## config.mk

```make
export PLATFORM = sky130hd
export DESIGN_NAME = sd_char_buffer
export DESIGN_NICKNAME = d
export VERILOG_FILES = /design/src/rtl/sd_pkg.sv /design/src/rtl/sd_char_format.sv /design/src/rtl/sd_char_buffer.sv
export SDC_FILE = /design/constraint.sdc
export NUM_CORES = 1
export LEC_CHECK = 0
export CORE_MARGIN = 3
export CORE_UTILIZATION = 30
export DETAILED_ROUTE_END_ITERATION = 10
export SETUP_SLACK_MARGIN = 0.02
export SLEW_MARGIN = 20
export SYNTH_ARGS = -nofsm -noshare
export SYNTH_HDL_FRONTEND = slang
export SYNTH_SLANG_ARGS = --single-unit
```

## constraint.sdc

```tcl
create_clock -name clk -period 5.65 [get_ports clk]
set_clock_uncertainty 0.05 [all_clocks]
set_input_delay 1.4125 -clock clk [delete_from_list [all_inputs] [get_ports clk]]
set_output_delay 1.4125 -clock clk [all_outputs]
set_load 0.005 [all_outputs]
```

## src/rtl/sd_pkg.sv

```systemverilog
// Shared types and constants for the SD-card character buffer.
package sd_pkg;

    typedef enum logic [1:0] {
        ST_IDLE   = 2'd0,
        ST_FILL   = 2'd1,
        ST_COMMIT = 2'd2
    } sd_state_e;

    localparam int SECTOR_BYTES_DEFAULT = 512;

    localparam logic [7:0] CHAR_SPACE = 8'h20;
    localparam logic [7:0] CHAR_DOT   = 8'h2E;

    // Uppercase hex digit for a 4-bit value.
    function automatic logic [7:0] nibble_to_ascii(input logic [3:0] n);
        if (n < 4'd10) begin
            return 8'h30 + {4'h0, n};
        end
        return 8'h37 + {4'h0, n};
    endfunction

endpackage

```

## src/rtl/sd_char_format.sv

```systemverilog
// Combinational byte/nibble to ASCII mapper for the text renderer.
module sd_char_format
    import sd_pkg::*;
(
    input  logic [7:0] byte_in,
    input  logic       hex_mode,
    input  logic       nibble_lo,
    input  logic       frame_valid,
    output logic [7:0] char_out
);

    always_comb begin
        char_out = CHAR_SPACE;
        if (!frame_valid) begin
            char_out = CHAR_SPACE;
        end else if (hex_mode) begin
            char_out = nibble_to_ascii(nibble_lo ? byte_in[3:0] : byte_in[7:4]);
        end else if (byte_in >= 8'h20 && byte_in <= 8'h7E) begin
            char_out = byte_in;
        end else begin
            char_out = CHAR_DOT;
        end
    end

endmodule

```

## src/rtl/sd_char_buffer.sv

```systemverilog
// Double-buffered 32-byte window captured from each SD sector, served as
// registered ASCII or hex characters from the front bank.
module sd_char_buffer
    import sd_pkg::*;
#(
    parameter int SECTOR_BYTES  = SECTOR_BYTES_DEFAULT,
    parameter int WINDOW_OFFSET = 0
) (
    input  logic       clk,
    input  logic       rst_n,
    input  logic       sector_start,
    input  logic       byte_valid,
    input  logic [7:0] byte_data,
    input  logic       sector_done,
    input  logic       hex_mode,
    input  logic [4:0] char_addr,
    output logic [7:0] char_out,
    output logic       frame_valid,
    output logic       err_short
);

    // One extra bit so the counter can hold SECTOR_BYTES itself.
    localparam int CNT_W = $clog2(SECTOR_BYTES + 1);
    localparam logic [CNT_W-1:0] CNT_FULL = CNT_W'(SECTOR_BYTES);
    localparam logic [CNT_W-1:0] WIN_LO   = CNT_W'(WINDOW_OFFSET);

    sd_state_e        state_q, state_d;
    logic [CNT_W-1:0] byte_cnt_q, byte_cnt_d;
    logic             bank_sel_q, bank_sel_d;
    logic             frame_valid_q, frame_valid_d;
    logic             err_short_q, err_short_d;
    logic [7:0]       char_out_q, char_out_d;

    logic [CNT_W-1:0] cnt_inc;
    logic [CNT_W-1:0] win_off;
    logic             wr_en;
    logic [5:0]       wr_addr;

    logic [7:0]       bank_q [64];
    logic [4:0]       rd_idx;
    logic [7:0]       rd_byte;
    logic [7:0]       fmt_char;

    // Below the window the subtraction wraps far past 32, so one compare suffices.
    assign win_off = byte_cnt_q - WIN_LO;
    assign wr_addr = {~bank_sel_q, win_off[4:0]};

    always_comb begin
        state_d       = state_q;
        byte_cnt_d    = byte_cnt_q;
        bank_sel_d    = bank_sel_q;
        frame_valid_d = frame_valid_q;
        err_short_d   = 1'b0;
        wr_en         = 1'b0;
        cnt_inc       = byte_cnt_q;

        case (state_q)
            ST_IDLE: begin
                if (sector_start) begin
                    byte_cnt_d = '0;
                    state_d    = ST_FILL;
                end
            end
            ST_FILL: begin
                if (sector_start) begin
                    byte_cnt_d = '0;
                end else begin
                    if (byte_valid && byte_cnt_q != CNT_FULL) begin
                        cnt_inc = byte_cnt_q + CNT_W'(1);
                        wr_en   = (win_off < CNT_W'(32));
                    end
                    byte_cnt_d = cnt_inc;
                    if (sector_done) begin
                        if (cnt_inc == CNT_FULL) begin
                            state_d = ST_COMMIT;
                        end else begin
                            state_d     = ST_IDLE;
                            err_short_d = 1'b1;
                        end
                    end
                end
            end
            ST_COMMIT: begin
                bank_sel_d    = ~bank_sel_q;
                frame_valid_d = 1'b1;
                if (sector_start) begin
                    byte_cnt_d = '0;
                    state_d    = ST_FILL;
                end else begin
                    state_d = ST_IDLE;
                end
            end
            default: state_d = ST_IDLE;
        endcase
    end

    // Bank storage is deliberately not reset; frame_valid masks stale data.
    always_ff @(posedge clk) begin
        if (rst_n && wr_en) begin
            bank_q[wr_addr] <= byte_data;
        end
    end

    assign rd_idx  = hex_mode ? {1'b0, char_addr[4:1]} : char_addr;
    assign rd_byte = bank_q[{bank_sel_q, rd_idx}];

    sd_char_format u_format (
        .byte_in     (rd_byte),
        .hex_mode    (hex_mode),
        .nibble_lo   (char_addr[0]),
        .frame_valid (frame_valid_q),
        .char_out    (fmt_char)
    );

    assign char_out_d = fmt_char;

    always_ff @(posedge clk) begin
        if (!rst_n) begin
            state_q       <= ST_IDLE;
            byte_cnt_q    <= '0;
            bank_sel_q    <= 1'b0;
            frame_valid_q <= 1'b0;
            err_short_q   <= 1'b0;
            char_out_q    <= CHAR_SPACE;
        end else begin
            state_q       <= state_d;
            byte_cnt_q    <= byte_cnt_d;
            bank_sel_q    <= bank_sel_d;
            frame_valid_q <= frame_valid_d;
            err_short_q   <= err_short_d;
            char_out_q    <= char_out_d;
        end
    end

    assign char_out    = char_out_q;
    assign frame_valid = frame_valid_q;
    assign err_short   = err_short_q;

endmodule
```

Yosys cells after proc, flatten, opt, wreduce, memory -nomap -nowiden. Memories as Yosys holds them, arrays and structs flattened. Cells that the tools add are included.

Input bits: 19. Output and inout port bits: 10. RAM bits: 512. Memories: 1. Register bits after elaboration: 23.

Memories: bank_q (depth 64, bits a word 8, read ports 1, clocked after memory_dff 0, write ports 1, RTL line sd_char_buffer.sv:39) `logic [7:0] bank_q [64];`.

Equal/unequal tests: 8. $lt $le $gt $ge: 4. Reductions and logical operators: 10. Muxes and demuxes: 27. Add/subtract/negate cells: 3. Bitwise operators: 4.

Operator list (count): 2-to-1 mux 10 bit (5); 2-to-1 mux 8 bit (4); case mux 10 bit (2 select lines) (1); adder 6 x 4 -> 7 bit (first input constant) (2); adder 10 x 1 -> 10 bit (second input constant) (1); == test 10 bit (second input constant) (1); < comparator 10 x 6 -> 1 bit (second input constant) (1); 2-to-1 mux 1 bit (10); inequality test 10 bit (second input constant) (1); >= comparator 8 x 6 -> 1 bit (second input constant) (1); <= comparator 8 x 7 -> 1 bit (second input constant) (1); 2-to-1 mux 2 bit (4); inequality test 2 bit (second input constant) (3); case mux 2 bit (3 select lines) (1); 2-to-1 mux 5 bit (1); < comparator 4 bit (second input constant) (1); 2-to-1 mux 4 bit (1); NOT 1 bit (4); AND reduction 2 bit (2); OR reduction 4 bit (1); logical AND 1 bit (3); AND reduction 3 bit (1); == test 2 x 1 -> 1 bit (second input constant) (1); == test 2 bit (second input constant) (1); other kinds (4) (4).

Logic depth before layout (Yosys ltp).
Depth after elaboration: 10. Mapped depth: 17. Depth with buffers taken out: 13.

Cells and area by module. Synthesis repeated with hierarchy kept, for this count alone.

Cell total of the unflattened synthesis: 1379. Area total of the unflattened synthesis: 23279.8 um2.

Modules (own cells, without submodules): sd_char_buffer (times used 1, cells each 1338, area each 23003.3 um2, seq. area each 15835.2 um2); sd_char_format (times used 1, cells each 41, area each 276.5 um2, seq. area each 0.0 um2).

Worst setup path after synthesis. Ideal clock, no wire load.

Kind: input port to flip-flop. Start point: in char_addr[0]. End point: reg char_out_q[2], in the netlist char_out[2]. Arrival: 3931 ps. Library setup time: 79 ps. Cell stages on the path: 15. Slack: 1590 ps. Cells stage by stage: buf_6 > buf_6 > buf_6 > mux2i_1 > o22ai_1 > nor3_1 > nor3_1 > or4_1 > a221o_1 > mux2_4 > inv_1 > ha_1 > inv_1 > or2_2 > o211ai_1.

Word-level cells in the longest chain between the ends: 9.

RTL lines: start: declaration (RTL line sd_char_buffer.sv:16) `input logic [4:0] char_addr,`; 2-to-1 mux 5 bit (RTL line sd_char_buffer.sv:104) `assign rd_idx = hex_mode ? {1'b0, char_addr[4:1]} : char_addr;`; memory read (64 x 8 bit); 2-to-1 mux 4 bit (RTL line sd_char_format.sv:17) `char_out = nibble_to_ascii(nibble_lo ? byte_in[3:0] : byte_in[7:4]);`; < comparator 4 bit (RTL line sd_pkg.sv:17) `if (n < 4'd10) begin`; 2-to-1 mux 1 bit (RTL line sd_pkg.sv:17); 2-to-1 mux 1 bit (RTL line sd_char_format.sv:16) `end else if (hex_mode) begin`; 2-to-1 mux 1 bit (RTL line sd_char_format.sv:14) `if (!frame_valid) begin`; 2-to-1 mux 8 bit (RTL line sd_pkg.sv:20) `return 8'h37 + {4'h0, n};`; 2-to-1 mux 8 bit * (RTL line sd_char_format.sv:16); end signal: assignment (RTL line sd_char_buffer.sv:131) `char_out_q <= char_out_d;`; end: declaration (RTL line sd_char_buffer.sv:32) `logic [7:0] char_out_q, char_out_d;`.

Every way passes the cells marked *; elsewhere a longest branch is shown, timed or not. The select of a mux whose other input is x is not followed. A chain may end at the register's enable or synchronous reset.

Worst setup path in the final report.
Start point: in char_addr[2]. End point: reg char_out_q[4], in the netlist char_out[4].

Word-level cells in the longest chain between the ends: 9.

RTL lines (RTL line): 2-to-1 mux 5 bit * (sd_char_buffer.sv:104); memory read (64 x 8 bit) *; 2-to-1 mux 4 bit (sd_char_format.sv:17); < comparator 4 bit (sd_pkg.sv:17); 2-to-1 mux 1 bit (sd_pkg.sv:17); 2-to-1 mux 1 bit (sd_char_format.sv:16); 2-to-1 mux 1 bit (sd_char_format.sv:14); 2-to-1 mux 8 bit (sd_pkg.sv:20); 2-to-1 mux 8 bit * (sd_char_format.sv:16).

Marks and branches as above.

==> metrics.md <==
| Metric | Value |
|---|---|
| Buffers and inverters on the worst path | 2 |
| Ys Warns | 0 |
| Die height | 301 um |
| Yosys top cell by area | edfxtp_1 |
| Worst Path Required | 6.08 ns |
| Post-synth EDFFs | 512 |
| Worst Tran Pin Value | 1.11 ns |
| RR Endpoint | bank_q[8][0] |
| Ant diodes | 0 |
| Total Routing Usage GR | 16.0% |
| Placed Cells | 3007 |
| Worst R2R Setup Slack | 1.48 ns |
| Post-CTS sizing | 0 |
| Core area | 0.0857 sq mm |
| Startpoint Class | input pin |
| DR WL met3 | 4.86 mm |
| Final ANT Viol Nets | 0 |
| Die Wd | 301 um |
| Hold buffer count at cts | 0 |
| Crit Path Category | input pin to flip-flop |
| DRC | 0 |
| Power Internal | 6.70 mW |
| Top post-synthesis cells by count | edfxtp_1 (512), mux2i_1 (471), a22oi_1 (154), nor2_1 (102), o22ai_1 (91) |
| Routed wire length | 73.8 mm |
| Initial Util | 30.5% |
| Crit path cell chain | clkdlybuf4s50_1 > or3b_2 > and2_1 > a2111oi_0 > a2111oi_0 > a41o_1 > nor3_1 > nor2_1 > ha_1 > inv_1 > o21ai_0 > a21oi_1 > o21ai_0 |
| Launch point of the worst reg-to-reg path | byte_cnt_q[4] |
| CTS sink cnt | 535 |
| RSZ-0062 raised after global routing | no |
| Fmax | 205 MHz |
| Slowest-stage cell, CP | a2111oi_0 |
| Post-Syn Nets | 1898 |
| Num ports | 29 |
| Die area | 0.0906 sq mm |
| First-pass GRT wire length | 110 mm |
| Area fraction of the dominant cell type after synthesis | 58.9% |
| Final Non-Filler Cells | 3107 |
| Via count | 17200 |
| Leak Pwr | 10.5 nW |
| Hold Crit Start | byte_cnt_q[8] |
| Slowest stage delay, CP | 0.64 ns |
| Flop pwr share | 49.7% |
| Status | complete, no violations |
| DR vias/cell | 5.52 |
| Ys flop type | edfxtp_1 |
| Design Power | 8.74 mW |
| Most frequent cell after synthesis | edfxtp_1 |
| Initial antenna violation count | 0 |
| R2R depth | 7 |
| Final max-slew violation count | 0 |
| Switching share of power | 23.4% |
| Switching power | 2.05 mW |
| Metal1 wirelength | 32.7 mm |
| Buffer count from post-CTS setup fixing | 0 |
| Layout cells sized above 1 | 11.6% |
| CTS tree | built |
| Hold Slack | 0.513 ns |
| Clk root buf | clkbuf_16 |
| Async SR Flop Fraction | 0% |
| CP top delay family | compound AO/OA/AOI/OAI gates |
| H-Tree Depth | 2 |
| Clock power share | 41.9% |
| HP Class | flip-flop to flip-flop |
| DR top layer | met4 |
| Largest cells by area after synthesis | edfxtp_1 (59%), mux2i_1 (18%), a22oi_1 (4.4%) |
| Worst rel slew slack | 25.4% |
| TritonRoute pass-1 iters | 8 |
| Grt total ovfl | 0 |
| CP max FO | 10 |
| Power Density | 295 mW/mm^2 |
| Arr. time, crit path | 5.30 ns |
| Placed Instance Area | 0.0278 sq mm |
| Gpl congestion | 0.902 |
| Met2 Wirelength | 34.0 mm |
| Max VDD drop | 0.000197 V |
| Maxcap violations | 0 |
| DR iter-0 viols | 1731 |
| Synth Register Bits | 535 |
| CTS Buf Count | 56 |
| Setup TNS | 0 ns |
| IO buf count | 28 |
| Final setup vio count | 0 |
| Wire per inst | 23.7 um |
| Clock insertion delay at the later pin of the skew report | 0.61 ns |
| Sequential share of the synthesized area | 60.7% |
| Post-synthesis cell count | 1876 |
| WHS Endpoint | byte_cnt_q[8] |
| Clock Pin Slew Worst Setup and Hold Paths | 0.06 ns |
| HPWL after DPL | 47.7 mm |
| CTS Buffer Depth | 3 |
| Nets | 1943 |
| Hold Path Cell Cnt | 2 |
| Vias in the first global route | 17000 |
| Combinational fraction of design power | 8.4% |
| Final min period | 4.87 ns |
| Row cnt | 107 |
| Cell area after synthesis | 0.0261 sq mm |
| Post-route cell area | 0.0296 sq mm |
| Area grow syn2layout | 13.5% |
| Critical Path Sink Type | flip-flop |
| Filler cells | 8239 |
| Post-synth cell types | 68 |
| Pin count of the biggest net entering global routing | 65 |
| Period utilization | 86.2% |
| Avg Inst Size Synth | 13.9 sq um |
| Endpoints failing hold | 0 |
layout by cell type, fill, tap and decap left out, types with 11 or more instances in the layout:
master	instances
a21oi_1	13
a22oi_1	154
and3_1	11
buf_12	15
buf_4	78
clkbuf_1	12
clkbuf_16	57
clkdlybuf4s50_1	17
dfxtp_1	23
edfxtp_1	512
inv_1	11
mux2i_1	471
mux4_2	17
nand2_1	63
nand3_1	42
nand4_1	13
nor2_1	101
nor3_1	54
o21ai_0	27
o22ai_1	91
kinds of logic (layout without fill, tap and decap cells):
| kind of cell | count (synthesis) | count (layout) | share of synthesized area (%) |
|---|---|---|---|
| DFF | 535 | 535 | 60.7 |
| muxes | 497 | 497 | 19.9 |
| AOI/OAI and AO/OA | 350 | 350 | 9.46 |
| and+or+nand+nor | 339 | 339 | 6.18 |
| buffers and inverters | 146 | 233 | 3.46 |
| xor gates and xnor gates | 5 | 5 | 0.168 |
| adders and majority gates | 3 | 3 | 0.144 |
| other | 1 | 1 | 0.0144 |
per-stage QoR:
stage / utilization (%) / setup slack [ns]
CTS: 34.6 / 1.00
global placement: 32.5 / 0.360
global route: 34.6 / 0.532
floorplan: - / 1.59
finish: 34.6 / 0.778
detailed placement: 32.5 / 0.365
worst register-to-register path: cells and delay by family (launching register included):
kind               cells  cell delay (ns)
AOI/OAI and AO/OA      1             0.39
DFF                    1             0.74
and+or+nand+nor        6             2.62
flip-flops by register name, indices dropped and copies added (netlist names):
| register | cells |
|---|---|
| state_q | 2 |
| char_out | 8 |
| err_short | 1 |
| frame_valid | 1 |
| bank_q | 512 |
| bank_sel_q | 1 |
| byte_cnt_q | 10 |
worst max-delay path by stage:
stage                            start  cells past startpoint  slack (ns)     endpoint
final                     char_addr[2]                     13        0.78  char_out[4]
after global routing      char_addr[2]                     13        0.53  char_out[4]
after CTS                 char_addr[2]                     13        1.00  char_out[4]
after detailed placement  char_addr[2]                     13        0.37  char_out[4]
after global placement    char_addr[2]                     13        0.36  char_out[4]
after floorplan           char_addr[0]                     15        1.59  char_out[2]
cell type report:
| cell class | instances | area, sq um | area share, % |
|---|---|---|---|
| multi-input combinational | 1195 | 9400 | 31.7 |
| clock buffer | 71 | 1500 | 5.06 |
| timing repair buffer | 121 | 1130 | 3.82 |
| sequential | 535 | 15800 | 53.5 |
| clock inverter | 29 | 280 | 0.946 |
| tap | 1144 | 1430 | 4.83 |
| inverter | 12 | 45.0 | 0.152 |
power groups by stage:
stage	sequential [mW]	combinational (mW)	clock (mW)
finish	4.34	0.737	3.66
global route	4.34	0.783	3.87
CTS	4.34	0.732	3.72
detailed placement	4.43	0.729	0
global placement	4.43	0.722	0
floorplan	4.43	0.461	0
per-layer routing:
layer,vias up,track usage (%)
li1,7596,-
met3,139,2.42
met1,8731,22.4
met5,-,0
met2,684,25.4
met4,0,5.22
No activity file was read; power rests on OpenSTA's default activity.
